## src/rtl/bitstream_unpacker.sv

```systemverilog
// -----------------------------------------------------------------------------
// bitstream_unpacker
//
// Receives entropy_encoder output records and turns them into a plain byte
// stream with a valid/ready handshake. The encoder cannot be stalled, so each
// record goes into a descriptor FIFO first. An FSM pops one descriptor at a
// time and emits its bytes in order.
//
// Record formats (in_flag_bitstream):
//   0      : no bytes
//   1..3   : bit_1 .. bit_<flag>
//   5      : bit_1, then bit_2 repeated bit_3 times
//   6      : as 5, then bit_4
//   7      : as 6, then bit_5
//   4      : invalid; sets err_flag and the record is dropped
//
// Ports:
//   top_clk, top_reset    clock and asynchronous active-high reset
//   in_bit_1..in_bit_5    encoder byte lanes (bit_3 doubles as run count)
//   in_flag_bitstream     encoder record format
//   in_flag_last          encoder end-of-frame level; its rising edge marks
//                         the end of a frame
//   out_byte/out_valid    byte stream; a transfer happens on out_valid && out_ready
//   out_ready             sink ready
//   out_last              marks the final byte of a frame
//   out_frame_done        one-cycle pulse after a frame has fully drained
//   err_overflow          sticky; a record was lost because the FIFO was full
//   err_flag              sticky; a format-4 record was seen
//
// Optional build macro BITSTREAM_UNPACKER_BYTE_COUNT_EN adds the
// out_frame_bytes [31:0] output. It holds the byte count of the most recently
// completed frame.
// -----------------------------------------------------------------------------
module bitstream_unpacker #(
    parameter int BITSTREAM_WIDTH = 8,
    parameter int FIFO_DEPTH      = 8
) (
    input  logic                       top_clk,
    input  logic                       top_reset,
    input  logic [BITSTREAM_WIDTH-1:0] in_bit_1,
    input  logic [BITSTREAM_WIDTH-1:0] in_bit_2,
    input  logic [BITSTREAM_WIDTH-1:0] in_bit_3,
    input  logic [BITSTREAM_WIDTH-1:0] in_bit_4,
    input  logic [BITSTREAM_WIDTH-1:0] in_bit_5,
    input  logic [2:0]                 in_flag_bitstream,
    input  logic                       in_flag_last,
    output logic [BITSTREAM_WIDTH-1:0] out_byte,
    output logic                       out_valid,
    input  logic                       out_ready,
    output logic                       out_last,
    output logic                       out_frame_done,
    output logic                       err_overflow,
    output logic                       err_flag
`ifdef BITSTREAM_UNPACKER_BYTE_COUNT_EN
    ,
    output logic [31:0]                out_frame_bytes
`endif
);

    localparam int W  = BITSTREAM_WIDTH;
    localparam int AW = (FIFO_DEPTH > 1) ? $clog2(FIFO_DEPTH) : 1;

    typedef struct packed {
        logic [W-1:0] b1;
        logic [W-1:0] b2;
        logic [W-1:0] b3;
        logic [W-1:0] b4;
        logic [W-1:0] b5;
        logic [2:0]   flag;
        logic         last;
    } entry_t;

    typedef enum logic [2:0] {
        S_IDLE = 3'd0,
        S_B1   = 3'd1,
        S_B2   = 3'd2,
        S_B3   = 3'd3,
        S_RUN  = 3'd4,
        S_T4   = 3'd5,
        S_T5   = 3'd6,
        S_DONE = 3'd7
    } state_t;

    // ---------------------------------------------------------------------
    // Capture side
    // ---------------------------------------------------------------------
    logic          last_q, last_d;
    logic          last_evt;
    logic          flag_is_data;
    logic          flag_is_bad;
    logic          wr_req;
    entry_t        wr_entry;

    logic [AW:0]   wr_ptr_q, wr_ptr_d;
    logic [AW:0]   rd_ptr_q, rd_ptr_d;
    logic          fifo_empty;
    logic          fifo_full;
    logic          push;
    logic          pop;
    entry_t        mem_q [FIFO_DEPTH];
    entry_t        rd_entry;

    logic          err_overflow_q, err_overflow_d;
    logic          err_flag_q, err_flag_d;

    assign last_d       = in_flag_last;
    assign last_evt     = in_flag_last & ~last_q;
    assign flag_is_bad  = (in_flag_bitstream == 3'd4);
    assign flag_is_data = (in_flag_bitstream != 3'd0) && !flag_is_bad;
    assign wr_req       = flag_is_data | last_evt;

    always_comb begin
        wr_entry.b1   = in_bit_1;
        wr_entry.b2   = in_bit_2;
        wr_entry.b3   = in_bit_3;
        wr_entry.b4   = in_bit_4;
        wr_entry.b5   = in_bit_5;
        // An invalid record that coincides with an end-of-frame edge still
        // has to close the frame, so it becomes an empty record.
        wr_entry.flag = flag_is_bad ? 3'd0 : in_flag_bitstream;
        wr_entry.last = last_evt;
    end

    assign fifo_empty = (wr_ptr_q == rd_ptr_q);
    assign fifo_full  = (wr_ptr_q[AW] != rd_ptr_q[AW]) &&
                        (wr_ptr_q[AW-1:0] == rd_ptr_q[AW-1:0]);
    assign rd_entry   = mem_q[rd_ptr_q[AW-1:0]];

    // A pop in the same cycle frees the slot that the write lands in. The
    // popped entry is read combinationally before the edge, so it is safe.
    assign push = wr_req && (!fifo_full || pop);

    always_comb begin
        wr_ptr_d       = wr_ptr_q;
        rd_ptr_d       = rd_ptr_q;
        err_overflow_d = err_overflow_q;
        err_flag_d     = err_flag_q;
        if (push) begin
            wr_ptr_d = wr_ptr_q + (AW+1)'(1);
        end
        if (pop) begin
            rd_ptr_d = rd_ptr_q + (AW+1)'(1);
        end
        if (wr_req && fifo_full && !pop) begin
            err_overflow_d = 1'b1;
        end
        if (flag_is_bad) begin
            err_flag_d = 1'b1;
        end
    end

    always_ff @(posedge top_clk) begin
        if (push) begin
            mem_q[wr_ptr_q[AW-1:0]] <= wr_entry;
        end
    end

    // ---------------------------------------------------------------------
    // Expansion FSM
    // ---------------------------------------------------------------------
    state_t        state_q, state_d;
    entry_t        wk_q, wk_d;
    logic [W-1:0]  run_cnt_q, run_cnt_d;
    logic          final_byte;
    state_t        end_state;

    assign end_state = wk_q.last ? S_DONE : S_IDLE;

    always_comb begin
        state_d        = state_q;
        wk_d           = wk_q;
        run_cnt_d      = run_cnt_q;
        pop            = 1'b0;
        out_valid      = 1'b0;
        out_byte       = '0;
        final_byte     = 1'b0;
        out_frame_done = 1'b0;

        case (state_q)
            S_IDLE: begin
                if (!fifo_empty) begin
                    pop       = 1'b1;
                    wk_d      = rd_entry;
                    run_cnt_d = rd_entry.b3;
                    state_d   = (rd_entry.flag != 3'd0) ? S_B1 : S_DONE;
                end
            end

            S_B1: begin
                out_valid  = 1'b1;
                out_byte   = wk_q.b1;
                final_byte = (wk_q.flag == 3'd1) ||
                             ((wk_q.flag == 3'd5) && (run_cnt_q == '0));
                if (out_ready) begin
                    if ((wk_q.flag == 3'd2) || (wk_q.flag == 3'd3)) begin
                        state_d = S_B2;
                    end else if (wk_q.flag >= 3'd5) begin
                        // A zero run count skips RUN entirely.
                        if (run_cnt_q != '0) begin
                            state_d = S_RUN;
                        end else if (wk_q.flag >= 3'd6) begin
                            state_d = S_T4;
                        end else begin
                            state_d = end_state;
                        end
                    end else begin
                        state_d = end_state;
                    end
                end
            end

            S_B2: begin
                out_valid  = 1'b1;
                out_byte   = wk_q.b2;
                final_byte = (wk_q.flag == 3'd2);
                if (out_ready) begin
                    state_d = (wk_q.flag == 3'd3) ? S_B3 : end_state;
                end
            end

            S_B3: begin
                out_valid  = 1'b1;
                out_byte   = wk_q.b3;
                final_byte = 1'b1;
                if (out_ready) begin
                    state_d = end_state;
                end
            end

            S_RUN: begin
                out_valid  = 1'b1;
                out_byte   = wk_q.b2;
                final_byte = (wk_q.flag == 3'd5) && (run_cnt_q == W'(1));
                if (out_ready) begin
                    run_cnt_d = run_cnt_q - W'(1);
                    if (run_cnt_q == W'(1)) begin
                        state_d = (wk_q.flag >= 3'd6) ? S_T4 : end_state;
                    end
                end
            end

            S_T4: begin
                out_valid  = 1'b1;
                out_byte   = wk_q.b4;
                final_byte = (wk_q.flag == 3'd6);
                if (out_ready) begin
                    state_d = (wk_q.flag == 3'd7) ? S_T5 : end_state;
                end
            end

            S_T5: begin
                out_valid  = 1'b1;
                out_byte   = wk_q.b5;
                final_byte = 1'b1;
                if (out_ready) begin
                    state_d = end_state;
                end
            end

            S_DONE: begin
                out_frame_done = 1'b1;
                state_d        = S_IDLE;
            end

            default: begin
                state_d = S_IDLE;
            end
        endcase
    end

    assign out_last     = final_byte & wk_q.last;
    assign err_overflow = err_overflow_q;
    assign err_flag     = err_flag_q;

    // Working record is pure data; it is only observed in emit states, which
    // are always entered through a pop that loads it.
    always_ff @(posedge top_clk) begin
        wk_q <= wk_d;
    end

    always_ff @(posedge top_clk or posedge top_reset) begin
        if (top_reset) begin
            state_q        <= S_IDLE;
            run_cnt_q      <= '0;
            wr_ptr_q       <= '0;
            rd_ptr_q       <= '0;
            last_q         <= 1'b0;
            err_overflow_q <= 1'b0;
            err_flag_q     <= 1'b0;
        end else begin
            state_q        <= state_d;
            run_cnt_q      <= run_cnt_d;
            wr_ptr_q       <= wr_ptr_d;
            rd_ptr_q       <= rd_ptr_d;
            last_q         <= last_d;
            err_overflow_q <= err_overflow_d;
            err_flag_q     <= err_flag_d;
        end
    end

`ifdef BITSTREAM_UNPACKER_BYTE_COUNT_EN
    // ---------------------------------------------------------------------
    // Per-frame byte counter
    // ---------------------------------------------------------------------
    logic [31:0] byte_cnt_q, byte_cnt_d;
    logic [31:0] frame_bytes_q, frame_bytes_d;

    // No transfer can occur in DONE, so the running count already includes
    // the frame's final byte when it is latched.
    always_comb begin
        byte_cnt_d    = byte_cnt_q;
        frame_bytes_d = frame_bytes_q;
        if (state_q == S_DONE) begin
            frame_bytes_d = byte_cnt_q;
            byte_cnt_d    = '0;
        end else if (out_valid && out_ready) begin
            byte_cnt_d = byte_cnt_q + 32'd1;
        end
    end

    always_ff @(posedge top_clk or posedge top_reset) begin
        if (top_reset) begin
            byte_cnt_q    <= '0;
            frame_bytes_q <= '0;
        end else begin
            byte_cnt_q    <= byte_cnt_d;
            frame_bytes_q <= frame_bytes_d;
        end
    end

    assign out_frame_bytes = frame_bytes_q;
`endif

endmodule

```

## config.mk

```make
export PLATFORM = sky130hd
export DESIGN_NAME = bitstream_unpacker
export DESIGN_NICKNAME = d
export VERILOG_FILES = /design/src/rtl/bitstream_unpacker.sv
export SDC_FILE = /design/constraint.sdc
export NUM_CORES = 1
export LEC_CHECK = 0
export BUFFER_PORTS_ARGS = -buffer_cell sky130_fd_sc_hd__buf_2
export CAP_MARGIN = 10
export CORE_MARGIN = 1
export CORE_UTILIZATION = 53
export CTS_BUF_LIST = sky130_fd_sc_hd__clkbuf_4 sky130_fd_sc_hd__clkbuf_8
export CTS_CLUSTER_SIZE = 10
export DETAILED_ROUTE_END_ITERATION = 12
export PLACE_DENSITY = 0.7
export SLEW_MARGIN = 10
export SYNTH_ARGS = -nofsm -noshare
export SYNTH_HDL_FRONTEND = slang
export SYNTH_SLANG_ARGS = --single-unit
```

## constraint.sdc

```tcl
create_clock -name top_clk -period 12.1 [get_ports top_clk]
set_input_delay 1.21 -clock top_clk [delete_from_list [all_inputs] [get_ports top_clk]]
set_output_delay 1.21 -clock top_clk [all_outputs]
set_load 0.03 [all_outputs]
```

* Yosys cells after proc, flatten, opt, wreduce, memory -nomap -nowiden
Memories as Yosys holds them, arrays and structs flattened. Cells that the tools add are included.
Storage, ports and cells: register bits 66, word-level logic and storage cells 103, bits of input ports 47, memory bits (writable) 352, output and inout port bits 13, bits in read-only memories 0, bits in latches 0, memories 1
Operators by class: shifts and indexed selects 0, multipliers 0, $add $sub $neg 3, muxes and demuxes 28, reduce and logical (&&, ||, !) cells 25, bitwise gates (word level) 5, magnitude comparators 2, divide/modulo/power cells 0, equality and inequality tests 25
Memory list:
- mem_q | words 8, bits a word 44, read ports 1, clocked after memory_dff 0, wr ports 1, RTL line 100 | entry_t mem_q [FIFO_DEPTH];
Operators with widths (count):
- $mux 3 | 16
- $pmux 8 s5 | 1
- $eq 3x3->1 const B | 8
- $pmux 3 s7 | 1
- $mux 8 | 2
- $pmux 8 s2 | 1
- $eq 3x2->1 const B | 4
- $ne 2x2->1 const B | 6
- $add 4x1->4 const B | 2
- $eq 8x1->1 const B | 1
- $logic_not 8->1 | 1
- $reduce_bool 8->1 | 1
- $sub 8x1->8 const B | 1
- $logic_and 1x1->1 | 7
- $reduce_and 7->1 | 1
- $eq 3x1->1 const B | 2
- $ge 3x3->1 const B | 2
- $mux 1 | 6
- $reduce_bool 3->1 | 2
- $reduce_or 6->1 | 1
- $pmux 1 s5 | 1
- $eq 4x4->1 | 1
- $reduce_or 2->1 | 2
- $eq 3x3->1 | 1
- 11 further kinds | 17

* Depth between registers and ports, before layout
Gate-level depths: netlist (run 1).
word-level depth 7, depth in mapped cells 7, depth with buffers taken out 7

* Worst setup path after synthesis (run 1)
OpenSTA, ideal clock, no wires.
kind input to register, start point input port in_flag_last, end point memory mem_q[1][0] in the netlist's numbering, enable pin, path slack 5227 ps, cell stages on the path 3, setup time 570 ps, data required time 11530 ps, arrival 6303 ps, path buffers 0, cell sequence nor2b_1 -> o31ai_1 -> nor4b_1
On the way: longest elaborated chain between the ends 5
Ends and longest elaborated chain:
- start, declared | RTL line 46 | input logic in_flag_last,
- $and 1x1->1 | RTL line 107 | assign last_evt = in_flag_last & ~last_q;
- $or 1x1->1 | RTL line 110 | assign wr_req = flag_is_data | last_evt;
- $logic_and 1x1->1 | RTL line 131 | assign push = wr_req && (!fifo_full || pop);
- $mux 1 | RTL line 153 | if (push) begin
- $mux 1 (not written as such) | RTL line 154 | mem_q[wr_ptr_q[AW-1:0]] <= wr_entry;
- end, declared | RTL line 100
Every way passes these cells.

* Worst setup path after layout (run 1)
start point register state_q[2], end point output port out_last
On the way: longest elaborated chain between the ends 4, elaborated cells between the ends (all ways) 9, classes of those cells eq/ne (6); mux (1); bitwise (1); reduce/logical (1)
Ends and longest elaborated chain:
- start, declared | RTL line 161 | state_t state_q, state_d;
- start signal, assigned | RTL line 291 | state_q <= state_d;
- $eq 3x3->1 / $eq 3x2->1 (equally long branches) | RTL line 179 | case (state_q)
- $reduce_or 2->1 (no source line)
- $pmux 1 s5 (*) | RTL line 179
- $and 1x1->1 (*) | RTL line 271 | assign out_last = final_byte & wk_q.last;
- end, declared | RTL line 50 | output logic out_last,
Every way passes the cells marked *; elsewhere a longest branch is shown, timed or not.

==> summary.txt, run 1 <==
Run status
  • Status: complete, no violations

STA
  • Final setup fails: 0
  • Slew HR: 29.27%
  • Actual slew at the worst max-slew pin: 1.061 ns
  • Final period util: 38.03%
  • Worst clock skew: 0.03995 ns
  • RSZ-0062 raised after global routing: false
  • Final hold violations: 0
  • Min Tclk post-route: ~4.6 ns
  • Pins over their slew limit: 0
  • Fmax: 217.3 MHz
  • Worst hold slack: 0.4491 ns
  • TNS Setup: 0 ns

Placed design
  • IO Port Bufs: approximately 60
  • Routability congestion estimate: 0.8800
  • Detail Placement HPWL: 18.29 mm

Global routing
  • Initial antenna violation count: 2
  • First-pass GRT wire length: between 40 and 50 mm
  • Pin count of the biggest net entering global routing: 52
  • Vias in the first global route: 8,293
  • Overall global routing resource usage: 20.65%
  • Congestion Overflow GR: 0

Final layout
  • # nets final: 942
  • Area growth, synth to finish: 12.36%
  • Multi-input logic area: 3749 sq um
  • Storage element area: 12,450 sq um
  • Layout cell share with drive strength beyond 1: 33.90%
  • Fillcell total: 2,041

Floorplanning
  • Row count: 63
  • IO Pins: 60
  • Initial Util: 54.53%
  • Core footprint: 30,030 sq um
  • Die width: 177.8 um
  • Die height: 177.8 um
  • Die area: 31,610 sq um

Synthesis
  • Count of cell types in the netlist: 52
  • Mapped Area: about 16,000 sq um
  • Syn avg cell area: 20.68 sq um
  • Synth Warn #: 0
  • Sequential-to-total area share from yosys stat: 75.97%
  • #FFs+latches synth: approximately 420
  • Post-synth ARST share: 5.263%
  • Number of synthesized flops with an enable pin: 396
  • Primary FF master, synth: edfxtp_1
  • Post-Synthesis Cells: 792
  • Post-Syn Nets: between 800 and 900

Detailed routing
  • DRC Markers: 0
  • DR WL met2: 15.40 mm
  • Metal1 wirelength: 12.95 mm
  • Vias per cell: 6.013
  • WL final: 31.51 mm
  • Final ANT Viol Nets: 0
  • Highest Signal Layer: met5
  • WL/cell: 23.66 um
  • Routed met3 length: 2.206 mm
  • Initial DRT Pass Iterations: 5
  • Initial DRC count: 714
  • Via Count: between 8,000 and 9,000

Critical path
  • CP Max Fanout: 27
  • Worst EP required: 10.89 ns
  • Setup crit end kind: primary output
  • Crit start category: flop
  • Data arrival, critical path: 3.39 ns
  • Kind of critical path: flop to primary output

CTS
  • Setup repair bufs after CTS: 0
  • Clk pin slew, worst setup/hold paths: about 0.06 ns
  • TritonCTS clock tree: yes
  • Clock root cell: clkbuf_8
  • Clk sink count: about 420
  • Hold-fix buffers, CTS: 0
  • Number of buffers created by CTS: 61
  • Clock Latency Late Sink: 0.63 ns
  • Post_cts resized: 0
  • H-tree Lvls: 2
  • Clock Tree Buf Depth: 3

Run
  • Max Cap Viol: 0

Worst hold path
  • HP Class: flop to flop

Power
  • Pwr dens: approximately 260 nW/um^2
  • Max rail drop VDD: 137.6 uV
  • Leakage power: between 6 and 7 nW
[synthesized netlist by cell type (5+ instances only)]
master / n / share of area, %
nand2_1: 19 / 0.44
mux2_2: 45 / 3.1
mux4_2: 88 / 12
o21ai_0: 10 / 0.31
nor3_1: 13 / 0.40
o22ai_1: 5 / 0.19
a221oi_1: 8 / 0.43
inv_1: 7 / 0.16
xor2_1: 6 / 0.32
edfxtp_1: 396 / 73
a21oi_1: 31 / 0.95
clkbuf_1: 20 / 0.46
buf_2: 15 / 0.46
nand2b_1: 6 / 0.23
mux2i_1: 9 / 0.55
ha_1: 5 / 0.38
nor2_1: 24 / 0.55
dfrtp_1: 22 / 3.4
[cells by family after synthesis]
family | count (synthesis) | share of synthesized area (%)
multiplexers | 143 | 15.84
flip-flops | 418 | 75.97
adder cells (fa/ha/maj) | 5 | 0.3820
XOR/XNOR | 10 | 0.5348
buffers and inverters | 49 | 1.375
AND/OR/NAND/NOR | 88 | 2.651
AO/OA/AOI/OAI | 79 | 3.247
[report_power, final]
part | switching, mW | leakage (nW) | total, mW | internal (mW)
Sequential | 0.247 | 3.87 | 2.29 | 2.04
Clock | 0.511 | 0.652 | 1.13 | 0.620
Combinational | 0.798 | 1.57 | 1.44 | 0.641
[sequential cells by signal, summed over array words and instances, names as in the netlist]
signal        count
mem_q           352
wr_ptr_q          4
wk_q             44
err_overflow      1
err_flag          1
state_q           3
run_cnt_q         8
last_q            1
rd_ptr_q          4
[area by class of cell]
class | count | share of cell area [%]
Sequential cell | 418 | 67.66
Multi-Input combinational cell | 325 | 20.37
Clock buffer | 73 | 5.086
Tap cell | 390 | 2.652
Timing Repair Buffer | 77 | 2.339
Clock inverter | 41 | 1.734
Inverter | 7 | 0.1428
Antenna cell | 1 | 0.01360
[routing by layer]
layer / track usage [%] / vias up
li1: - / 3490
met1: 27.65 / 4139
met2: 33.50 / 304
met3: 4.370 / 74
met4: 7.906 / 2
met5: 0 / -
[cells in the final DEF, fill, tap and decap left out, types with 8 or more instances in the layout]
cell type	Yosys	layout
clkbuf_4	0	11
a221oi_1	8	8
clkinv_1	0	22
mux2i_1	9	9
mux4_2	88	88
buf_2	15	59
nor2_1	24	24
nor3_1	13	10
nand2_1	19	19
buf_4	2	18
edfxtp_1	396	396
clkbuf_8	0	62
clkinv_2	0	11
a21oi_1	31	31
dfrtp_1	22	19
mux2_2	45	45
o21ai_0	10	10
[worst paths after layout]
path,depth (start not counted),slack (ns),to,from
setup / recovery,6,7.50,out_last,state_q[2]
hold / removal,1,0.45,err_flag,err_flag
setup reg to reg,6,8.41,mem_q[4][5],rd_ptr_q[0]
hold reg to reg,1,0.45,err_flag,err_flag
max in group asynchronous,2,10.52,rd_ptr_q[1],top_reset
min in group asynchronous,2,0.83,run_cnt_q[6],top_reset
[metrics by stage]
| stage | setup slack (ns) | std cells | cell area (sq um) | utilization, % | total power, mW |
|---|---|---|---|---|---|
| 3_5_place_dp | 7.992 | 1217 | 17140 | 57.08 | 3.763 |
| 6_report | 7.498 | 1332 | 18400 | 61.27 | 4.861 |
| 5_1_grt | 7.279 | 1331 | 18400 | 61.26 | 5.074 |
| 2_1_floorplan | 5.227 | 792 | 16380 | - | 3.319 |
| 4_1_cts | 7.534 | 1331 | 18400 | 61.26 | 4.900 |
| 3_3_place_gp | 8.105 | 1217 | 17140 | 57.08 | 3.698 |
[critical path, stage by stage (launching register included)]
cell      delay, ns
dfrtp_1        0.95
nand2b_1       0.25
nor2_1         0.75
and3_1         0.27
o21ai_0        0.07
a21oi_1        0.24
buf_2          0.25
(Power assumes the default switching activity.)
==> run 2, diff against run 1 <==
==> constraint.sdc (replaced) <==
create_clock -name top_clk -period 4.4 [get_ports top_clk]
set_input_delay 0.44 -clock top_clk [delete_from_list [all_inputs] [get_ports top_clk]]
set_output_delay 0.44 -clock top_clk [all_outputs]
set_load 0.03 [all_outputs]
==> run 2 against run 1 <==
Global-route usage increased by 1.2 points. Sequential share of layout area decreased by 0.43 points. Power increased to 2.8 times the previous value. First-iteration DRC count increased by 15%. Hold slack got worse by 0.40 ns. Setup slack got worse by 6.4 ns. Sequential power increased to 2.7 times the previous value. Critical path depth decreased by 1. Critical path type unchanged. Largest power group unchanged.
==> summary.txt, run 2 (synthesis results as in run 1) <==
Run status
  • Status: complete, no violations

CTS
  • Hold-fix buffers, CTS: 1 (+1)
  • Setup repair bufs after CTS: 0 (unchanged)
  • H-tree Lvls: 3 (+1)
  • Clk sink count: 418 (unchanged)
  • Clock Latency Late Sink: 0.58 ns (-0.05 ns)
  • Post_cts resized: 0 (unchanged)
  • Clock Tree Buf Depth: 3 (unchanged)
  • Clk pin slew, worst setup/hold paths: 0.07 ns (about the same)
  • Clock root cell: clkbuf_8
  • TritonCTS clock tree: yes
  • Number of buffers created by CTS: 67 (+9.8%)

STA
  • Pins over their slew limit: 0 (unchanged)
  • RSZ-0062 raised after global routing: false
  • TNS Setup: 0 ns (unchanged)
  • Final hold violations: 0 (unchanged)
  • Worst clock skew: 0.02948 ns (-0.01047 ns)
  • Final period util: 74.97%
  • Slew HR: 31.43% (+2.2 points)
  • Worst hold slack: 0.05337 ns (-0.3957 ns)
  • Worst Setup Slack, final: 1.102 ns (-6.397 ns)
  • Min Tclk post-route: 3.298 ns
  • Fmax: 303.2 MHz
  • Final setup fails: 0 (unchanged)
  • Actual slew at the worst max-slew pin: 1.020 ns (-0.04119 ns)

Detailed routing
  • Vias per cell: 6.026 (+0.22%)
  • WL final: 32.89 mm (+4.4%)
  • Initial DRT Pass Iterations: 5 (unchanged)
  • Via Count: 8,099 (+1.1%)
  • Initial DRC count: 818 (+15%)
  • Final ANT Viol Nets: 0 (unchanged)
  • DRC Markers: 0 (unchanged)
  • WL/cell: 24.47 um (+3.4%)

Critical path
  • Peak per-stage delay on the critical path: 0.95 ns (about the same)
  • Slowest-stage cell, CP: dfrtp_1
  • Setup crit end kind: primary output
  • CP Max Fanout: 27 (unchanged)
  • Worst Setup SP: state_q[2]
  • Reg-to-Reg Start: state_q[2]
  • Reg2Reg Depth: 5 (-1)
  • Data arrival, critical path: 2.86 ns (-0.53 ns)
  • R2R setup slack: 1.17 ns (-7.24 ns)
  • Crit start category: flop
  • Buf/Inv on CP: 1 (unchanged)
  • CP delay by family, top: flip-flops
  • Worst reg2reg endpoint: mem_q[7][20]
  • Worst EP required: 3.96 ns (-6.93 ns)
  • Cell chain of the critical path: nand2b_1 > nand2_1 > a221oi_1 > a21oi_1 > buf_2
  • Kind of critical path: flop to primary output

Final layout
  • Most common cell after layout, fill and taps aside: edfxtp_1
  • N_diodes: 0 (-1)
  • # nets final: 953 (+1.2%)
  • Commonest non-fill, non-tap cells in the layout: 396 x edfxtp_1, 88 x mux4_2, 69 x clkbuf_8
  • Core Util, Final: 61.66% (+0.39 points)
  • Area growth, synth to finish: 13.07%
  • Max FFs per register: 352 (unchanged)
  • Design Area, Final: 18,520 sq um (+0.63%)
  • Layout cell share with drive strength beyond 1: 35.22% (+1.3 points)
  • Non-filler cells in the finished layout: 1,344 (+0.90%)

Placed design
  • IO Port Bufs: 59 (unchanged)
  • Routability congestion estimate: 0.8678 (-1.4%)
  • Placed Area: 17,200 sq um (+0.35%)
  • Placed cell count: 1,221 (+0.33%)
  • Detail Placement HPWL: 18.95 mm (+3.6%)
  • Place WS: 1.192 ns (-6.800 ns)

Floorplanning
  • Initial Util: 54.53% (unchanged)
  • Die height: 177.8 um (unchanged)
  • Die area: 31,610 sq um (unchanged)
  • Row count: 63 (unchanged)
  • Die width: 177.8 um (unchanged)
  • IO Pins: 60 (unchanged)
  • Core footprint: 30,030 sq um (unchanged)

Power
  • Tot Pwr: 13.57 mW (+180%)
  • Max rail drop VDD: 411.4 uV (+200%)
  • Pwr dens: 732.6 nW/um^2 (+180%)
  • Leakage power: 6.179 nW (+1.3%)

Global routing
  • Pin count of the biggest net entering global routing: 92 (+77%)
  • First-pass GRT wire length: 50.43 mm (+5.9%)
  • Congestion Overflow GR: 0 (unchanged)
  • Overall global routing resource usage: 21.86% (+1.2 points)
  • Vias in the first global route: 8,384 (+1.1%)
  • Initial antenna violation count: 1 (-1)

Run
  • Max Cap Viol: 0 (unchanged)

Worst hold path
  • HP Class: input pin to async pin
run 2: report_power, final:
group          total [mW]  switching, mW  internal (mW)
clock                3.20           1.48           1.72
combinational        4.22           2.42           1.80
sequential           6.15          0.524           5.63
total                13.6           4.42           9.14
run 2: how the worst max path moves through the flow:
stage	cells past startpoint	endpoint
floorplan	5	mem_q[6][0]
global placement	6	mem_q[7][24]
detailed placement	5	mem_q[7][29]
CTS	5	out_byte[2]
global route	7	out_last
finish	5	out_byte[7]
run 2: metal layers:
| layer | vias up | GRT usage (%) | part of all wire (%) |
|---|---|---|---|
| met3 | 61 | 4.499 | 6.2 |
| met2 | 298 | 35.45 | 49 |
| li1 | 3507 | - | - |
| met1 | 4231 | 30.31 | 43 |
| met5 | - | 0 | 0.040 |
| met4 | 2 | 6.054 | 1.7 |
run 2: layout make-up:
| cell class | instances | area (sq um) |
|---|---|---|
| Tap cell | 390 | 488.0 |
| Multi-Input combinational cell | 325 | 3766 |
| Clock buffer | 90 | 1107 |
| Inverter | 7 | 26.28 |
| Sequential cell | 418 | 12450 |
| Timing Repair Buffer | 82 | 483.0 |
| Fill cell | 2053 | 11510 |
| Clock inverter | 32 | 196.4 |
==> run 3, diff against run 2 <==
==> constraint.sdc (replaced) <==
create_clock -name top_clk -period 3.2 [get_ports top_clk]
set_input_delay 0.32 -clock top_clk [delete_from_list [all_inputs] [get_ports top_clk]]
set_output_delay 0.32 -clock top_clk [all_outputs]
set_load 0.03 [all_outputs]
==> run 3 against run 2 <==
Critical path depth grew 1. Combinational power up 44%. Sequential power up 34%. Register-to-register slack worse by 0.78 ns. Power is 39% higher. Critical path type is now flop to flop.
==> summary.txt, run 3 (synthesis results as in run 1) <==
Placed design
  • Placed Area: 17,300 sq um (+0.57%)
  • Detail Placement HPWL: 19.07 mm (+0.65%)
  • IO Port Bufs: 59 (unchanged)
  • Place WS: 0.4900 ns (-0.7020 ns)
  • Routability congestion estimate: 0.8055 (-7.2%)
  • Placed cell count: 1,229 (+0.66%)

CTS
  • Clock Latency Late Sink: 0.58 ns (about the same)
  • Clock root cell: clkbuf_8
  • H-tree Lvls: 3 (unchanged)
  • Number of buffers created by CTS: 68 (+1.5%)
  • Clk pin slew, worst setup/hold paths: 0.06 ns (about the same)
  • Setup repair bufs after CTS: 0 (unchanged)
  • Clock Tree Buf Depth: 3 (unchanged)
  • TritonCTS clock tree: yes
  • Clk sink count: 418 (unchanged)

Critical path
  • CP Capture Point: mem_q[6][36]
  • CP Max Fanout: 31 (+15%)
  • Setup crit end kind: flop
  • Reg2Reg Depth: 6 (+1)
  • Data arrival, critical path: 3.01 ns (+0.15 ns)
  • Critical Path Stages: 6 (+1)
  • Reg-to-Reg Start: wr_ptr_q[1]
  • Crit start category: flop
  • CP delay by family, top: flip-flops
  • R2R setup slack: 0.39 ns (-0.78 ns)
  • Slowest-stage cell, CP: dfrtp_1
  • Worst Setup SP: wr_ptr_q[1]
  • Worst reg2reg endpoint: mem_q[6][36]
  • Buf/Inv on CP: 1 (unchanged)
  • Worst EP required: 3.40 ns (-0.56 ns)
  • Peak per-stage delay on the critical path: 0.67 ns (-0.28 ns)
  • Cell chain of the critical path: xor2_1 > nor3_1 > a31oi_2 > nand2_1 > nor3b_4 > buf_4
  • Kind of critical path: flop to flop

Power
  • Max rail drop VDD: 876.0 uV (+110%)
  • Gate power share: 32.2% (+1.1 points)
  • Switch share: 32.22% (-0.38 points)
  • Clock power frac: 23.9% (+0.3 points)
  • Pwr dens: 993.6 nW/um^2 (+36%)
  • P_int: 12.77 mW (+40%)
  • Register share of total power: 43.9% (-1.4 points)
  • NetSw: 6.068 mW (+37%)
  • Leakage power: 6.377 nW (+3.2%)

STA
  • RSZ-0062 raised after global routing: false
  • TNS Setup: 0 ns (unchanged)
  • Pins over their slew limit: 0 (unchanged)
  • Min Tclk post-route: around 2.8 ns
  • Worst hold slack: 0.03515 ns (-0.01822 ns)
  • Fmax: 356.4 MHz
  • Worst clock skew: 0.03161 ns (+0.002125 ns)
  • Final period util: roughly 90%
  • Final setup fails: 0 (unchanged)
  • Slew HR: 26.23% (-5.2 points)
  • Actual slew at the worst max-slew pin: 1.097 ns (+0.07745 ns)
  • Final hold violations: 0 (unchanged)
  • Worst Setup Slack, final: 0.3940 ns (-0.7075 ns)

Worst hold path
  • HP Class: input pin to flop
  • Hold_sp: in_bit_3[0]

Final layout
  • Design Area, Final: 18,960 sq um (+2.4%)
  • # nets final: 992 (+4.1%)
  • Layout cell share with drive strength beyond 1: 34.98% (-0.24 points)
  • Non-filler cells in the finished layout: 1,383 (+2.9%)
  • Most common cell after layout, fill and taps aside: edfxtp_1
  • Fillcell total: 1,994 (-2.9%)
  • Max FFs per register: 352 (unchanged)
  • Area growth, synth to finish: 15.75%
  • Commonest non-fill, non-tap cells in the layout: 396 x edfxtp_1, 88 x mux4_2, 71 x clkbuf_8

Floorplanning
  • Die height: 177.8 um (unchanged)
  • Die width: 177.8 um (unchanged)
  • Core footprint: 30,030 sq um (unchanged)
  • Row count: 63 (unchanged)
  • Die area: 31,610 sq um (unchanged)
  • IO Pins: 60 (unchanged)
  • Initial Util: 54.53% (unchanged)

Global routing
  • Initial antenna violation count: 1 (unchanged)
  • First-pass GRT wire length: 50.01 mm (-0.83%)
  • Pin count of the biggest net entering global routing: 92 (unchanged)
  • Congestion Overflow GR: 0 (unchanged)
  • Overall global routing resource usage: 21.79% (-0.066 points)
  • Vias in the first global route: 8,533 (+1.8%)

Run
  • Max Cap Viol: 0 (unchanged)

Run status
  • Status: complete, no violations

Detailed routing
  • Routed met3 length: 2.347 mm (+15%)
  • Final ANT Viol Nets: 0 (unchanged)
  • WL/cell: 23.68 um (-3.2%)
  • WL final: 32.75 mm (-0.40%)
  • Initial DRC count: 660 (-19%)
  • Vias per cell: 5.907 (-2.0%)
  • Metal1 wirelength: 13.58 mm (-3.3%)
  • DR WL met2: 16.32 mm (+0.53%)
  • Highest Signal Layer: met4
  • DRC Markers: 0 (unchanged)
  • Initial DRT Pass Iterations: 5 (unchanged)
  • Via Count: 8,170 (+0.88%)
[run 3: cell types whose count changed in the layout (fill, tap and decap cells not counted), sizes merged]
cell | previous run | this run
bufinv | 1 | 2
inv | 12 | 11
diode | 0 | 1
buf | 81 | 89
dlygate4sd3 | 1 | 31
[run 3: worst min-delay path by stage]
stage	slack, ns	cells after the start	endpoint
4_1_cts	0.0005	1	mem_q[7][32]
3_3_place_gp	0.44	1	err_flag
6_report	0.04	1	mem_q[4][20]
2_1_floorplan	0.31	1	err_flag
3_5_place_dp	0.45	1	last_q
5_1_grt	0.02	1	mem_q[5][9]
[run 3: metrics by stage]
stage	util [%]	total power, mW
after CTS	63.11	18.98
after floorplan	-	12.58
after detailed placement	57.61	14.43
final	63.12	18.84
after global placement	57.61	14.22
after global routing	63.12	19.71
[run 3: power by group through the flow]
stage	Combinational, mW	Sequential, mW	Clock [mW]
floorplan	4.46	8.12	0
global placement	5.94	8.28	0
detailed placement	6.05	8.38	0
CTS	6.12	8.28	4.59
global route	6.51	8.37	4.83
finish	6.07	8.27	4.49
[run 3: worst register-to-register path: cells and delay by family (launching register included)]
kind,cells,cell delay (ns)
xor gates and xnor gates,1,0.27
buffers and inverters,1,0.50
AOI/OAI and AO/OA,1,0.34
DFF,1,0.67
and+or+nand+nor,3,0.64
[run 3: layer usage]
metal	up-vias	global-route usage (%)
li1	3577	-
met1	4242	28.91
met2	302	35.81
met3	49	5.548
met4	0	6.375
met5	-	0
[run 3: area by class of cell]
class	count	area, sq um	area share (%)
tap	390	488.0	2.574
clock buffer	90	1120	5.907
clock inverter	32	222.7	1.175
inverter	7	26.28	0.1386
sequential	418	12450	65.68
multi-input combinational	325	3804	20.06
antenna	1	2.502	0.01320
timing repair buffer	120	843.3	4.449
[run 3: what timing repair did]
item,in CTS,in global routing
resized for setup,0,0
endpoints found under the setup margin,0,0
hold buffers,31,0
endpoints found under the hold margin,221,0
